<file path="config.mk">
export PLATFORM = sky130hd
export DESIGN_NAME = change_dispenser_flat
export DESIGN_NICKNAME = d
export VERILOG_FILES = /design/src/rtl/vending_pkg.sv /design/src/rtl/change_dispenser_if.sv /design/src/rtl/change_hopper_inv.sv /design/src/rtl/change_dispenser.sv /design/src/flat_wrapper.sv
export SDC_FILE = /design/constraint.sdc
export NUM_CORES = 1
export LEC_CHECK = 0
export BUFFER_PORTS_ARGS = -buffer_cell sky130_fd_sc_hd__buf_2
export CAP_MARGIN = 20
export CORE_AREA = 2 2 67 69
export DETAILED_ROUTE_END_ITERATION = 8
export DIE_AREA = 0 0 69 71
export PLACE_DENSITY = 0.79
export SLEW_MARGIN = 15
export SYNTH_ARGS = -nofsm -noshare
export SYNTH_HDL_FRONTEND = slang
export SYNTH_HIERARCHICAL = 1
export SYNTH_SLANG_ARGS = --single-unit
</file>
<file path="constraint.sdc">
create_clock -name clk -period 4.43 [get_ports clk]
set_clock_uncertainty 0.2 [all_clocks]
set_input_delay 1.1075 -clock clk [delete_from_list [all_inputs] [get_ports clk]]
set_output_delay 1.1075 -clock clk [all_outputs]
set_load 0.02 [all_outputs]
</file>
<file path="src/rtl/vending_pkg.sv">
// vending_pkg: shared definitions for the vending datapath blocks
// (change_dispenser, vending_machine).
//   - coin denomination codes driven on coin_out
//   - denomination values in units
//   - controller state type; the encodings are visible on state_out
package vending_pkg;

  localparam logic [1:0] COIN_NONE = 2'b00;
  localparam logic [1:0] COIN_5    = 2'b01;
  localparam logic [1:0] COIN_10   = 2'b10;
  localparam logic [1:0] COIN_20   = 2'b11;

  localparam logic [7:0] VAL_5  = 8'd5;
  localparam logic [7:0] VAL_10 = 8'd10;
  localparam logic [7:0] VAL_20 = 8'd20;

  typedef enum logic [2:0] {
    ST_IDLE     = 3'd0,
    ST_SELECT   = 3'd1,
    ST_PULSE    = 3'd2,
    ST_WAIT_ACK = 3'd3,
    ST_DONE     = 3'd4,
    ST_ERROR    = 3'd5
  } state_t;

  // Unit value of a coin code; COIN_NONE is worth nothing.
  function automatic logic [7:0] coin_value(input logic [1:0] code);
    case (code)
      COIN_5:  return VAL_5;
      COIN_10: return VAL_10;
      COIN_20: return VAL_20;
      default: return 8'd0;
    endcase
  endfunction

endpackage

</file>
<file path="src/rtl/change_dispenser_if.sv">
// change_dispenser_if: request / hopper handshake bundle of the change
// dispenser.
//   master : requester + hopper side (drives request, coin_done, refill)
//   slave  : dispenser side (drives ready, coin command, status)
//   change_valid/change_amt : change request and amount in units
//   change_ready            : dispenser is idle and takes a request
//   coin_out/coin_strobe    : coin code and eject command to the hopper
//   coin_done               : hopper acknowledge for one ejected coin
//   refill                  : restore hopper inventory
//   remaining/done/error    : undispensed amount and completion status
//   state_out               : controller state encoding
interface change_dispenser_if;
  logic       change_valid;
  logic [7:0] change_amt;
  logic       coin_done;
  logic       refill;
  logic       change_ready;
  logic [1:0] coin_out;
  logic       coin_strobe;
  logic [7:0] remaining;
  logic       done;
  logic       error;
  logic [2:0] state_out;

  modport master (
    output change_valid, change_amt, coin_done, refill,
    input  change_ready, coin_out, coin_strobe, remaining, done, error,
           state_out
  );

  modport slave (
    input  change_valid, change_amt, coin_done, refill,
    output change_ready, coin_out, coin_strobe, remaining, done, error,
           state_out
  );
endinterface

</file>
<file path="src/rtl/change_hopper_inv.sv">
// change_hopper_inv: per-denomination coin inventory (4-bit counters).
//   clk, reset   : system clock, synchronous active-high reset
//   i_refill     : load every counter with INV_INIT (caller gates to IDLE)
//   i_dec_en     : one coin of i_dec_code has been ejected
//   i_dec_code   : coin code to decrement (COIN_5/10/20)
//   o_avail[2:0] : counter non-zero; bit0=5, bit1=10, bit2=20
module change_hopper_inv
  import vending_pkg::*;
#(
  parameter int INV_INIT = 8
) (
  input  logic       clk,
  input  logic       reset,
  input  logic       i_refill,
  input  logic       i_dec_en,
  input  logic [1:0] i_dec_code,
  output logic [2:0] o_avail
);

  logic [2:0][3:0] r_inv;
  logic [1:0]      w_idx;

  // Coin codes 1..3 map onto counter slots 0..2.
  assign w_idx = i_dec_code - 2'd1;

  always_ff @(posedge clk) begin
    if (reset || i_refill) begin
      r_inv <= {3{4'(INV_INIT)}};
    end else if (i_dec_en && i_dec_code != COIN_NONE) begin
      // Saturate at zero; the controller never ejects from an empty slot.
      if (r_inv[w_idx] != 4'd0) r_inv[w_idx] <= r_inv[w_idx] - 4'd1;
    end
  end

  for (genvar g = 0; g < 3; g++) begin : g_avail
    assign o_avail[g] = |r_inv[g];
  end

endmodule

</file>
<file path="src/rtl/change_dispenser.sv">
// change_dispenser: greedy coin change controller (20, 10, 5).
// Accepts an amount, ejects coins one by one through a strobe/acknowledge
// handshake with the hopper, and reports done or error.
//   clk   : system clock
//   reset : synchronous active-high reset, aborts any dispense
//   bus   : change_dispenser_if.slave (request, hopper handshake, status)
// Parameters: COIN_PULSE_CYCLES (strobe width), ACK_TIMEOUT (jam limit),
//   MAX_CHANGE (largest accepted amount), INV_INIT (coins after refill).
// Build option: define HOPPER_INV_EN to build per-denomination inventory
//   counters; without it every denomination is always available and
//   refill has no effect.
module change_dispenser
  import vending_pkg::*;
#(
  parameter int COIN_PULSE_CYCLES = 4,
  parameter int ACK_TIMEOUT       = 16,
  parameter int MAX_CHANGE        = 99,
  parameter int INV_INIT          = 8
) (
  input  logic           clk,
  input  logic           reset,
  change_dispenser_if.slave bus
);

  localparam int TW = $clog2(ACK_TIMEOUT + 1);

  state_t        r_state;
  logic [1:0]    r_coin_out;
  logic          r_strobe;
  logic [7:0]    r_rem;
  logic          r_done;
  logic          r_error;
  logic          r_ready;
  logic [3:0]    r_pcnt;
  logic [TW-1:0] r_tcnt;

  logic [2:0]    w_avail;
  logic [1:0]    w_sel;
  logic          w_bad_amt;
  logic          w_dec;

  assign w_dec     = (r_state == ST_WAIT_ACK) && bus.coin_done;
  assign w_bad_amt = (bus.change_amt > 8'(MAX_CHANGE)) ||
                     ((bus.change_amt % 8'd5) != 8'd0);

`ifdef HOPPER_INV_EN
  logic w_refill;
  // Refill only lands while idle; an accept in the same cycle does not
  // touch inventory, so refill effectively applies first.
  assign w_refill = (r_state == ST_IDLE) && bus.refill;

  change_hopper_inv #(
    .INV_INIT (INV_INIT)
  ) u_inv (
    .clk        (clk),
    .reset      (reset),
    .i_refill   (w_refill),
    .i_dec_en   (w_dec),
    .i_dec_code (r_coin_out),
    .o_avail    (w_avail)
  );
`else
  logic w_unused_refill;
  assign w_unused_refill = bus.refill;
  assign w_avail         = 3'b111;
`endif

  // Largest coin not exceeding the remainder with stock left.
  always_comb begin
    w_sel = COIN_NONE;
    if      (r_rem >= VAL_20 && w_avail[2]) w_sel = COIN_20;
    else if (r_rem >= VAL_10 && w_avail[1]) w_sel = COIN_10;
    else if (r_rem >= VAL_5  && w_avail[0]) w_sel = COIN_5;
  end

  always_ff @(posedge clk) begin
    if (reset) begin
      r_state    <= ST_IDLE;
      r_coin_out <= COIN_NONE;
      r_strobe   <= 1'b0;
      r_rem      <= 8'd0;
      r_done     <= 1'b0;
      r_error    <= 1'b0;
      r_ready    <= 1'b1;
      r_pcnt     <= 4'd0;
      r_tcnt     <= '0;
    end else begin
      case (r_state)
        ST_IDLE: begin
          if (bus.change_valid) begin
            r_ready <= 1'b0;
            r_rem   <= bus.change_amt;
            if (w_bad_amt) begin
              r_state <= ST_ERROR;
              r_error <= 1'b1;
            end else begin
              r_state <= ST_SELECT;
              r_error <= 1'b0;
            end
          end
        end

        ST_SELECT: begin
          if (r_rem == 8'd0) begin
            r_state <= ST_DONE;
            r_done  <= 1'b1;
          end else if (w_sel != COIN_NONE) begin
            r_state    <= ST_PULSE;
            r_coin_out <= w_sel;
            r_strobe   <= 1'b1;
            r_pcnt     <= 4'(COIN_PULSE_CYCLES - 1);
          end else begin
            r_state <= ST_ERROR;
            r_error <= 1'b1;
          end
        end

        ST_PULSE: begin
          if (r_pcnt == 4'd0) begin
            r_state  <= ST_WAIT_ACK;
            r_strobe <= 1'b0;
            r_tcnt   <= '0;
          end else begin
            r_pcnt <= r_pcnt - 4'd1;
          end
        end

        ST_WAIT_ACK: begin
          if (bus.coin_done) begin
            // Selection guaranteed coin value <= r_rem, so no underflow.
            r_rem      <= r_rem - coin_value(r_coin_out);
            r_coin_out <= COIN_NONE;
            r_state    <= ST_SELECT;
          end else if (r_tcnt == TW'(ACK_TIMEOUT - 1)) begin
            r_coin_out <= COIN_NONE;
            r_state    <= ST_ERROR;
            r_error    <= 1'b1;
          end else begin
            r_tcnt <= r_tcnt + 1'b1;
          end
        end

        ST_DONE: begin
          r_done  <= 1'b0;
          r_state <= ST_IDLE;
          r_ready <= 1'b1;
        end

        ST_ERROR: begin
          r_state <= ST_IDLE;
          r_ready <= 1'b1;
        end

        default: begin
          r_state    <= ST_IDLE;
          r_ready    <= 1'b1;
          r_strobe   <= 1'b0;
          r_coin_out <= COIN_NONE;
          r_done     <= 1'b0;
        end
      endcase
    end
  end

  assign bus.change_ready = r_ready;
  assign bus.coin_out     = r_coin_out;
  assign bus.coin_strobe  = r_strobe;
  assign bus.remaining    = r_rem;
  assign bus.done         = r_done;
  assign bus.error        = r_error;
  assign bus.state_out    = r_state;

endmodule

</file>
<file path="src/flat_wrapper.sv">
// flat-port wrapper written by rule: the top's interface ports become plain ports
module change_dispenser_flat import vending_pkg::*;
#(
  parameter int COIN_PULSE_CYCLES = 4,
  parameter int ACK_TIMEOUT       = 16,
  parameter int MAX_CHANGE        = 99,
  parameter int INV_INIT          = 8
)
  (clk, reset, bus_change_valid, bus_change_amt, bus_coin_done, bus_refill, bus_change_ready, bus_coin_out, bus_coin_strobe, bus_remaining, bus_done, bus_error, bus_state_out);
  change_dispenser_if bus_i ();
  input  logic clk;
  input  logic reset;
  input wire logic [$bits(bus_i.change_valid)-1:0] bus_change_valid;
  input wire logic [$bits(bus_i.change_amt)-1:0] bus_change_amt;
  input wire logic [$bits(bus_i.coin_done)-1:0] bus_coin_done;
  input wire logic [$bits(bus_i.refill)-1:0] bus_refill;
  output wire logic [$bits(bus_i.change_ready)-1:0] bus_change_ready;
  output wire logic [$bits(bus_i.coin_out)-1:0] bus_coin_out;
  output wire logic [$bits(bus_i.coin_strobe)-1:0] bus_coin_strobe;
  output wire logic [$bits(bus_i.remaining)-1:0] bus_remaining;
  output wire logic [$bits(bus_i.done)-1:0] bus_done;
  output wire logic [$bits(bus_i.error)-1:0] bus_error;
  output wire logic [$bits(bus_i.state_out)-1:0] bus_state_out;
  assign bus_i.change_valid = bus_change_valid;
  assign bus_i.change_amt = bus_change_amt;
  assign bus_i.coin_done = bus_coin_done;
  assign bus_i.refill = bus_refill;
  assign bus_change_ready = bus_i.change_ready;
  assign bus_coin_out = bus_i.coin_out;
  assign bus_coin_strobe = bus_i.coin_strobe;
  assign bus_remaining = bus_i.remaining;
  assign bus_done = bus_i.done;
  assign bus_error = bus_i.error;
  assign bus_state_out = bus_i.state_out;
  change_dispenser #(.COIN_PULSE_CYCLES(COIN_PULSE_CYCLES), .ACK_TIMEOUT(ACK_TIMEOUT), .MAX_CHANGE(MAX_CHANGE), .INV_INIT(INV_INIT)) u_core (.clk(clk), .reset(reset), .bus(bus_i));
endmodule
</file>
### After elaboration in Yosys (flattened, before gate mapping)

Index checks and enable logic that the tools add are counted.

| storage, ports and cells | value |
|---|---|
| register bits | 26 |
| bits in latches | 0 |
| RAM bits | 0 |
| ROM bits | 0 |
| input bits | 13 |
| output and inout bits | 17 |
| memories | 0 |

| operators by class | value |
|---|---|
| $add $sub $neg | 3 |
| $mul | 0 |
| div/mod/pow operators | 1 |
| magnitude comparators | 4 |
| equality and inequality tests | 21 |
| shift-type cells | 0 |
| multiplexer cells | 46 |
| bitwise operators | 4 |
| reduce and logical (&&, ||, !) cells | 23 |

Operators by type and width:

| operator | number |
|---|---|
| 2-to-1 mux 8 bit | 5 |
| 2-to-1 mux 3 bit | 7 |
| != test 2 bit, second input constant | 8 |
| case mux 8 bit (2 select lines) | 1 |
| AND reduction 4 bit | 4 |
| 2-to-1 mux 5 bit | 3 |
| case mux 5 bit (3 select lines) | 1 |
| 2-to-1 mux 1 bit | 12 |
| 2-to-1 mux 2 bit | 6 |
| 2-to-1 mux 4 bit | 3 |
| case mux 3 bit (4 select lines) | 1 |
| OR reduction 4 bit | 3 |
| case mux 5 bit (2 select lines) | 1 |
| greater-or-equal comparator 8 x 3 -> 1 bit, second input constant | 1 |
| greater-or-equal comparator 8 x 4 -> 1 bit, second input constant | 1 |
| greater-or-equal comparator 8 x 5 -> 1 bit, second input constant | 1 |
| > comparator 8 x 7 -> 1 bit, second input constant | 1 |
| logical NOT 8 bit | 1 |
| remainder unit 8 x 3 -> 8 bit, second input constant | 1 |
| case mux 4 bit (2 select lines) | 1 |
| nonzero test 2 bit | 4 |
| nonzero test 8 bit | 1 |
| subtractor 8 bit | 1 |
| equality test 3 x 2 -> 1 bit, second input constant | 2 |
| 21 further kinds | 32 |

### Longest topological paths before layout

Gate-level depths: netlist (run 1).

| logic depth | value |
|---|---|
| word-level depth | 8 |
| gate-level depth with buffers | 13 |
| gate-level depth less buffers | 11 |

### Worst setup path after synthesis (run 1)

OpenSTA, ideal clock, no wires.

| timing path | value |
|---|---|
| path kind | input-to-reg |
| start point | input bus_change_amt[6] |
| end point | register u_core.r_error (netlist: u_core/bus.error) |
| setup time | 135 ps |
| arrival | 3247 ps |
| required time | 4095 ps |
| setup slack | 848 ps |
| stages | 12 |
| path buffers | 1 |
| cell sequence | buf_2 -> nand2b_4 -> or4b_1 -> o311ai_1 -> nor2_1 -> ha_1 -> a31oi_1 -> o221a_2 -> o31ai_2 -> a211o_1 -> a22oi_2 -> a311oi_2 |

| between the ends | value |
|---|---|
| word-level cells in the longest chain between the ends | 6 |
| elaborated cells between the ends (all ways) | 7 |

RTL lines:

| item | RTL line | text |
|---|---|---|
| start: declaration | flat_wrapper.sv:14 | `input wire logic [$bits(bus_i.change_amt)-1:0] bus_change_amt;` |
| remainder unit 8 x 3 -> 8 bit | change_dispenser.sv:44 | `((bus.change_amt % 8'd5) != 8'd0);` |
| nonzero test 8 bit | change_dispenser.sv:44 |  |
| logical OR 1 bit * | change_dispenser.sv:43 | `assign w_bad_amt = (bus.change_amt > 8'(MAX_CHANGE)) \|\|` |
| 2-to-1 mux 1 bit * | change_dispenser.sv:93 | `if (w_bad_amt) begin` |
| 2-to-1 mux 1 bit * | change_dispenser.sv:90 | `if (bus.change_valid) begin` |
| case mux 1 bit (3 select lines) * | change_dispenser.sv:88 | `case (r_state)` |
| end signal: assignment | change_dispenser.sv:83 | `r_error <= 1'b0;` |
| end signal: assignment | change_dispenser.sv:95 | `r_error <= 1'b1;` |
| end signal: assignment | change_dispenser.sv:98 | `r_error <= 1'b0;` |
| end: declaration | change_dispenser.sv:32 | `logic r_error;` |

Mark *: on every way between the ends. The rest lies on a longest branch, timed or not. The select of a mux whose other input is x is not followed.
A chain may end at the register's enable or synchronous reset.

### Worst setup path in the final report (run 1)

| timing path | value |
|---|---|
| start point | input bus_change_amt[2] |
| end point | register u_core.r_error (netlist: u_core/bus.error) |

The elaborated chain is that of the path after synthesis.

==> out/results.txt, run 1 <==
The run gives 3.64 ns as the critical path arrival. Gate count of the mapped netlist: 297. For the cell area after synthesis, the log shows 2300 um2. For the achievable frequency, the log shows 0.270 GHz.

The worst setup path is launched from a primary input. In this run the core area contains 24 standard-cell rows. The final period utilization is 83.5%, and the number of warnings printed during yosys synthesis is 6.

The biggest fanout along the worst timing path works out to 17. For the antenna diode instance count, the log shows 0. The number of nets produced by synthesis was 322. In this run the power density over the cells is 389 nW/um2. Measured along the y axis, the die boundary spans 71 um. In the final routed layout, each cell accounts on average for 14.8 um. TritonCTS built the clock tree. The tools report the post-detailed-routing wire length as 5390 um. Largest net degree at the start of global routing: 26.

The worst hold path begins at u_core/bus.change_ready. The most used flip-flop cell after synthesis is sky130_fd_sc_hd__dfxtp_1. The floorplan step defined a die boundary enclosing 4900 um2. For the via count of the first global-routing pass, the log shows 1951.

After clock tree synthesis, the repair step resized 0 gates. For the worst flop-to-flop path, the logic depth is 10. The mean instance size in the synthesized netlist works out to 7.76 um2. The tools report the capture instance of the worst register-to-register path as u_core/bus.remaining[7].

The total half-perimeter wirelength after legalization and detailed placement was 3730 um. The library cell used most frequently in the layout, excluding fill and tap cells, is sky130_fd_sc_hd__nor2_1. Setup repair after global routing left no endpoint under its margin. In the routed design, unresolved DRC markers number 0. Clock-pin slew was measured on the worst setup and hold paths at 0.08 ns. Buffers placed on the I/O ports in this run total 28. Buffers added to address setup during post-CTS repair amount to 0. The flow ran to the end, and the final reports show no timing, DRC or antenna violations.

The logs give 0 for the total of hold buffers inserted after clock tree synthesis and 0.163 mV for the worst IR drop on VDD. First-pass GRT wire length: 9050 um. Number of vias per cell after detailed routing: 6.12. The global placer's final weighted congestion is 0.850, and the global-route total usage across every layer is 21.7%. For the number of antenna violations at the first check in global routing, the log shows 0. The detail route stage leaves a number of antenna-violating nets equal to 0.

The synthesized flop and latch total works out to 26. Relative to the synthesized area, the layout overhead comes to 6.73%. Share of synthesized area occupied by flip-flops and latches: 22.6%. The tools report the total non-filler cell area in the finished layout as 2460 um2. Cells with a size suffix above 1 make up 16.4% of the layout. The depth of the worst hold-timing path was 1; the number of sinks handled by clock tree synthesis was 26. In this run the worst hold path is classified as reg -> reg. The endpoint with the worst hold slack was u_core/bus.change_ready.

The tools report the number of hold-slack violations in the final timing report as 0. 30 I/O pins were placed. The later pin in the worst-skew pair is clocked with a latency of 0.28 ns. The slew at the pin closest to its max-slew limit is 0.786 ns. The startpoint identified for the worst register-to-register timing path is u_core/bus.coin_out[0].

The run gives 0 as the max-slew violation count. The tools report the critical path capture point type as a register. The worst register-to-register path has a setup slack of 1.80 ns. The worst pin sits at a relative slew slack of 47.1%. The run gives 1 as the H-tree depth. The total cell area at the placement stage is 2390 um2.

Data on the critical path is required at its endpoint by 4.37 ns. The leakage power came out at 1.02 nW. Across the run, the number of max-cap violations was 0.

The number of nets in the layout was 337. Start-to-end type of the worst setup path: in -> reg. After layout, the minimum clock period comes to 3.70 ns.

Across all layers, the routed design uses 2220 vias. Summed over all failing endpoints, the final setup total negative slack is 0 ns. The number of clock buffers added by TritonCTS is 3. The first routing iteration left 213 violations. In the layout the commonest cells are sky130_fd_sc_hd__nor2_1, sky130_fd_sc_hd__buf_2, sky130_fd_sc_hd__dfxtp_1, sky130_fd_sc_hd__nand2_1.

For the count of distinct cell types in the synthesized netlist, the log shows 67. Of all flip-flops after synthesis, the portion carrying an async set or reset was 0%. For this configuration, the core starts out at a cell density of 54.8%. Counting flops with a built-in enable in the synthesized netlist gives 0. Worst-case clock buffer depth: 2. In this run the horizontal extent of the chip is 69 um. CTS root buffer: sky130_fd_sc_hd__clkbuf_8. The logs give 4 for the count of TritonRoute iterations in the first routing pass and 0 for the final setup violation count. For the remaining global-route overflow, the log shows 0.

The region available for standard cell placement spans 4200 um2.
[flip-flops by register name (all words and copies together), names as in the netlist]
register,count
u_core/bus.state_out,3
u_core/bus.change_ready,1
u_core/bus.remaining,8
u_core/bus.error,1
u_core/bus.coin_out,2
u_core/r_pcnt,4
u_core/r_tcnt,5
u_core/bus.coin_strobe,1
u_core/bus.done,1
[logic make-up (layout without fill, tap and decap cells)]
family	after synthesis	count (layout)	synth area share [%]
compound gates	86	86	28.7
xor+xnor	10	10	3.80
fa+ha+maj	12	12	6.84
buf+inv	37	51	8.52
flops	26	26	22.6
mux	3	3	1.30
simple gates	123	123	28.3
[worst max-delay path, stage by stage]
cell	delay, ns
sky130_fd_sc_hd__buf_2	0.27
sky130_fd_sc_hd__nor2b_4	0.28
sky130_fd_sc_hd__mux2i_1	0.11
sky130_fd_sc_hd__o311ai_1	0.47
sky130_fd_sc_hd__nor2_1	0.15
sky130_fd_sc_hd__ha_1	0.21
sky130_fd_sc_hd__a31oi_1	0.15
sky130_fd_sc_hd__o221a_2	0.22
sky130_fd_sc_hd__o31ai_2	0.07
sky130_fd_sc_hd__a211o_1	0.26
sky130_fd_sc_hd__a22oi_2	0.22
sky130_fd_sc_hd__a311oi_2	0.13
[cell usage after synthesis, drive strengths merged, types with 6 or more instances]
cell,instances,area [um2]
nor2,39,146
dfxtp,26,521
nand2,21,78.8
inv,18,67.6
a21oi,17,85.1
o21ai,14,70.1
nor3,13,65.1
buf,12,103
ha,11,138
nand3,9,45.0
clkbuf,7,26.3
nand2b,6,45.0
nor2b,6,45.0
[report_power, final]
part | total (mW) | switching (mW) | leakage, nW | internal (mW)
logic | 0.432 | 0.266 | 0.769 | 0.165
registers | 0.328 | 0.0558 | 0.213 | 0.272
clock network | 0.198 | 0.0770 | 0.0357 | 0.121
total | 0.958 | 0.399 | 1.02 | 0.559
[layout make-up]
class,instances,area [um2]
Fill cell,400,1740
Multi-Input combinational cell,234,1590
Sequential cell,26,520
Timing Repair Buffer,29,148
Inverter,18,67.6
Tap cell,52,65.1
Clock buffer,3,41.3
Clock inverter,1,30.0
[worst max-delay path by stage]
stage | startpoint | to | slack [ns] | cells after the start
after floorplan | bus_change_amt[6] | u_core/bus.error | 0.85 | 12
after global placement | bus_change_amt[2] | u_core/bus.error | 0.55 | 12
after detailed placement | bus_change_amt[2] | u_core/bus.error | 0.47 | 12
after CTS | bus_change_amt[2] | u_core/bus.error | 0.76 | 12
after global routing | bus_change_amt[2] | u_core/bus.error | 0.55 | 12
final | bus_change_amt[2] | u_core/bus.error | 0.73 | 12
[stage by stage]
step	hold slack (ns)	setup WS [ns]	power, mW	instances	utilization [%]
global placement	0.240	0.546	0.743	359	56.8
finish	0.263	0.730	0.958	363	58.5
CTS	0.271	0.762	0.956	363	58.5
global route	0.303	0.552	1.04	363	58.5
detailed placement	0.250	0.471	0.755	359	56.8
floorplan	0.261	0.848	0.655	297	-
[layer usage]
layer / share of wire, % / vias to the layer above / track usage (%)
met5: 0 / - / 0
met4: 0.63 / 0 / 4.58
met3: 4.3 / 4 / 1.99
met2: 46 / 68 / 36.2
met1: 49 / 1034 / 30.7
li1: - / 1114 / -
(Power assumes the default switching activity.)
==> inputs of run 2 (changes only) <==
--- a/config.mk
+++ b/config.mk
@@ -5,12 +5,13 @@
 export SDC_FILE = /design/constraint.sdc
 export NUM_CORES = 1
 export LEC_CHECK = 0
+export ABC_AREA = 1
 export BUFFER_PORTS_ARGS = -buffer_cell sky130_fd_sc_hd__buf_2
 export CAP_MARGIN = 20
 export CORE_AREA = 2 2 67 69
 export DETAILED_ROUTE_END_ITERATION = 8
 export DIE_AREA = 0 0 69 71
-export PLACE_DENSITY = 0.79
+export PLACE_DENSITY = 0.77
 export SLEW_MARGIN = 15
 export SYNTH_ARGS = -nofsm -noshare
 export SYNTH_HDL_FRONTEND = slang
==> constraint.sdc (replaced) <==
create_clock -name clk -period 3.4 [get_ports clk]
set_clock_uncertainty 0.2 [all_clocks]
set_input_delay 0.85 -clock clk [delete_from_list [all_inputs] [get_ports clk]]
set_output_delay 0.85 -clock clk [all_outputs]
set_load 0.02 [all_outputs]
==> out/results.txt, run 2 <==
In this run the deepest clock path goes through 2 buffers. The number of buffers and inverters on the critical path is 4. At the worst endpoint, the arrival time is 3.36 ns.

The flow ran to the end, and the final reports show no timing, DRC or antenna violations. The gate count of the mapped netlist was 329; the count of flip-flops with a built-in enable after synthesis was 0. In the final routed layout, each cell accounts on average for 12.9 um. Setup violations remaining at the end of the flow were counted as 0. The number of rows created at floorplan was 24; the count of antenna-violating nets left after detailed routing was 0. The number of antenna violations at the first check in global routing is 0, and the later-pin clock latency in the skew report is 0.27 ns. The placed instances occupy a cell area of 2500 um2. Synthesis instantiated 35 different standard cells from the library. The via count of the first global-routing pass is 2119, and the horizontal die dimension is 69 um.

Setup repair after global routing could not meet its margin everywhere. The mux share of post-synthesis cell area is 0%, and the area enclosed by the die boundary is 4900 um2. For this run, the top clock speed supported by timing is 0.295 GHz. Entering global routing, the biggest net connects 17 pins. After Yosys synthesis, full adders, half adders and majority gates account for 7.41% of the synthesized area.

For the number of nets produced by synthesis, the log shows 354. Die boundary height: 71 um. The final period utilization came out at 99.9%. The fraction of synthesized cell area in xor and xnor cells was 1.23%. The finished cells cover 2800 um2.

After synthesis, the mean cell area works out to 6.47 um2. Among all flip-flop cells after synthesis, the most frequent one is sky130_fd_sc_hd__dfxtp_1. The number of buffers created by CTS is 3, and the max-slew violation count is 0. The critical path launch point type was a primary input.

The detailed router finished its first iteration with 118 violations. The setup check on the worst reg-to-reg path leaves a slack of 1.02 ns. After clock tree synthesis, the clock-pin slew on the worst setup and hold paths is 0.09 ns. In the final layout, the share of cells above drive strength 1 is 30.3%.

The top cell type by area accounts for 24.5% of the synthesized area. Area of the core: 4200 um2. The critical path capture point type is a register.

The total of hold buffers inserted after clock tree synthesis is 0. The number of vias per cell after detailed routing was 5.36; the flip-flop count of the largest register after layout was 8. Count of pins on the block boundary: 30. The share of synthesized area occupied by flip-flops and latches was 24.5%; the basic-gate share of the synthesized area counting and, or, nand and nor cells was 37.7%. The final layout contains 412 nets. Global routing consumed, over all layers together, 21.4% of the routing resources.

The compound-cell area share of the yosys netlist is 18.2%. Among all stages on the critical path, the largest delay is contributed by sky130_fd_sc_hd__o21ai_4. The worst path in the final design needs a cycle of 3.39 ns, including I/O delays and setup. The tools report the CTS root buffer as sky130_fd_sc_hd__clkbuf_8.

TritonCTS built the clock tree. The initial utilization of the core area, before any placement, comes to 50.6%. The area growth from synthesis to layout works out to 31.7%. Along the worst path, the maximum fanout reaches 7.

For the pin with the worst max-slew slack, the measured transition is 0.462 ns. The power per unit of standard cell area was 786 nW/um2; the maximum cell stage delay along the critical path was 0.25 ns. Summing every instance area after synthesis gives 2130 um2. The most common library cell in the layout ignoring fill and taps is sky130_fd_sc_hd__nand2_1. The detailed router placed 2348 vias in this run. Once detailed placement completed, the half-perimeter wirelength came to 3960 um. Counting flops with an async set or reset pin after synthesis yields a share of 0%.

The tools report the total of max-cap violations as 0. The kind of cell with the highest combined delay along the critical path is simple AND/OR/NAND/NOR gates. sky130_fd_sc_hd__nand2_1 is the most common cell in the netlist. Start-to-end type of the worst setup path: in -> reg. Port buffering added 28 buffers. Synthesized flop and latch total: 26. In the routed design, unresolved DRC markers number 0. Routability-driven placement finished with a final weighted congestion of 0.897.

Before antenna repair, the detailed router went through 5 iterations. Antenna diode instance count: 0. The tools report the H-tree depth as 1. The top cell types in the final layout, fill and taps aside, are sky130_fd_sc_hd__nand2_1, sky130_fd_sc_hd__inv_1, sky130_fd_sc_hd__nor2_1, sky130_fd_sc_hd__buf_4, sky130_fd_sc_hd__dfxtp_1. Ranked by instance count, the synthesized netlist is headed by sky130_fd_sc_hd__nand2_1, sky130_fd_sc_hd__inv_1, sky130_fd_sc_hd__nor2_1.

In this run the tightest slew margin relative to its limit is 68.9%. In the post-synthesis netlist, the biggest area contributors are sky130_fd_sc_hd__dfxtp_1, sky130_fd_sc_hd__nand2_1, sky130_fd_sc_hd__inv_1. The run gives 0 as the number of hold-slack violations in the final timing report. The worst IR drop on VDD was 0.495 mV. For the worst setup path, the data required time is 3.37 ns. The logs give 5660 um for the post-detailed-routing wire length and 1.38 nW for the leakage power. The first global-routing pass estimated 8940 um of wire.

The clock net in this run drives a total of 26 sinks. The cell type with the largest total area after synthesis is sky130_fd_sc_hd__dfxtp_1. The main combinational cell family by area after synthesis was simple AND/OR/NAND/NOR gates. The min-delay analysis places its worst path in the category reg -> reg.

The logs give 6 for the number of warnings printed during yosys synthesis and 0.259 ns for the final hold slack. Global routing finished with a remaining overflow of 0. The cell that appears most often on the critical path is sky130_fd_sc_hd__nand2_4.
## run 2: power by group
group / total, mW / internal, mW / switching, mW
Clock: 0.261 / 0.158 / 0.103
Sequential: 0.523 / 0.419 / 0.103
Combinational: 1.42 / 0.526 / 0.894
Total: 2.20 / 1.10 / 1.10
## run 2: kinds of logic (layout without fill, tap and decap cells)
group | after synthesis | in the layout
AO/OA/AOI/OAI | 67 | 67
adder cells (fa/ha/maj) | 12 | 12
AND/OR/NAND/NOR | 159 | 159
buffers and inverters | 62 | 119
flip-flops | 26 | 26
XOR/XNOR | 3 | 3
## run 2: repair_timing
item                       in CTS  in global routing
cloned                          0                  0
setup buffers                   1                  3
pin swaps                       4                 24
gates resized for setup        13                 37
setup endpoints to repair       2                  2
## run 2: area by class of cell
cell class                      instances  area, um2
Fill cell                             363       1400
Multi-Input combinational cell        241       1520
Sequential cell                        26        520
Clock buffer                            3       41.3
Inverter                               59        236
Clock inverter                          1       30.0
Tap cell                               52       65.1
Timing Repair Buffer                   56        385
## run 2: metrics by stage
| stage | utilization [%] | setup WS [ns] | power, mW | setup TNS (ns) | cells |
|---|---|---|---|---|---|
| final | 66.7 | 0.00507 | 2.20 | 0 | 438 |
| after global routing | 66.7 | -0.197 | 2.41 | -0.373 | 438 |
| after CTS | 62.9 | 0.00333 | 2.14 | 0 | 435 |
| after detailed placement | 59.5 | -0.383 | 1.84 | -0.711 | 430 |
| after global placement | 59.5 | -0.293 | 1.81 | -0.533 | 430 |
| after floorplan | - | 0.0183 | 1.49 | 0 | 329 |
## run 2: metal layers
layer / part of all wire (%) / wire [um] / GRT usage [%] / vias to the layer above
met5: 0 / 0 / 0 / -
met4: 1.5 / 85 / 4.58 / 0
met3: 7.0 / 398 / 2.42 / 9
met2: 48 / 2700 / 37.2 / 75
met1: 44 / 2480 / 28.8 / 1064
li1: - / - / - / 1200
## run 2: worst paths after layout
check,start,endpoint,depth (start not counted)
setup / recovery,bus_change_amt[6],u_core/bus.state_out[2],27
hold / removal,u_core/bus.change_ready,u_core/bus.change_ready,2
setup reg to reg,u_core/bus.coin_out[0],u_core/bus.remaining[6],13
hold reg to reg,u_core/bus.change_ready,u_core/bus.change_ready,2
## run 2: worst register-to-register path, cell delays in order, from the launching register on
cell                      delay, ns
sky130_fd_sc_hd__dfxtp_1       0.33
sky130_fd_sc_hd__inv_1         0.11
sky130_fd_sc_hd__nor2_1        0.07
sky130_fd_sc_hd__ha_1          0.21
sky130_fd_sc_hd__fa_1          0.39
sky130_fd_sc_hd__nor2_1        0.15
sky130_fd_sc_hd__o21ai_0       0.11
sky130_fd_sc_hd__nand2_1       0.12
sky130_fd_sc_hd__nand2_1       0.07
sky130_fd_sc_hd__inv_1         0.07
sky130_fd_sc_hd__nor3_1        0.05
sky130_fd_sc_hd__xor2_1        0.14
sky130_fd_sc_hd__o21ai_0       0.15
sky130_fd_sc_hd__a21oi_1       0.08
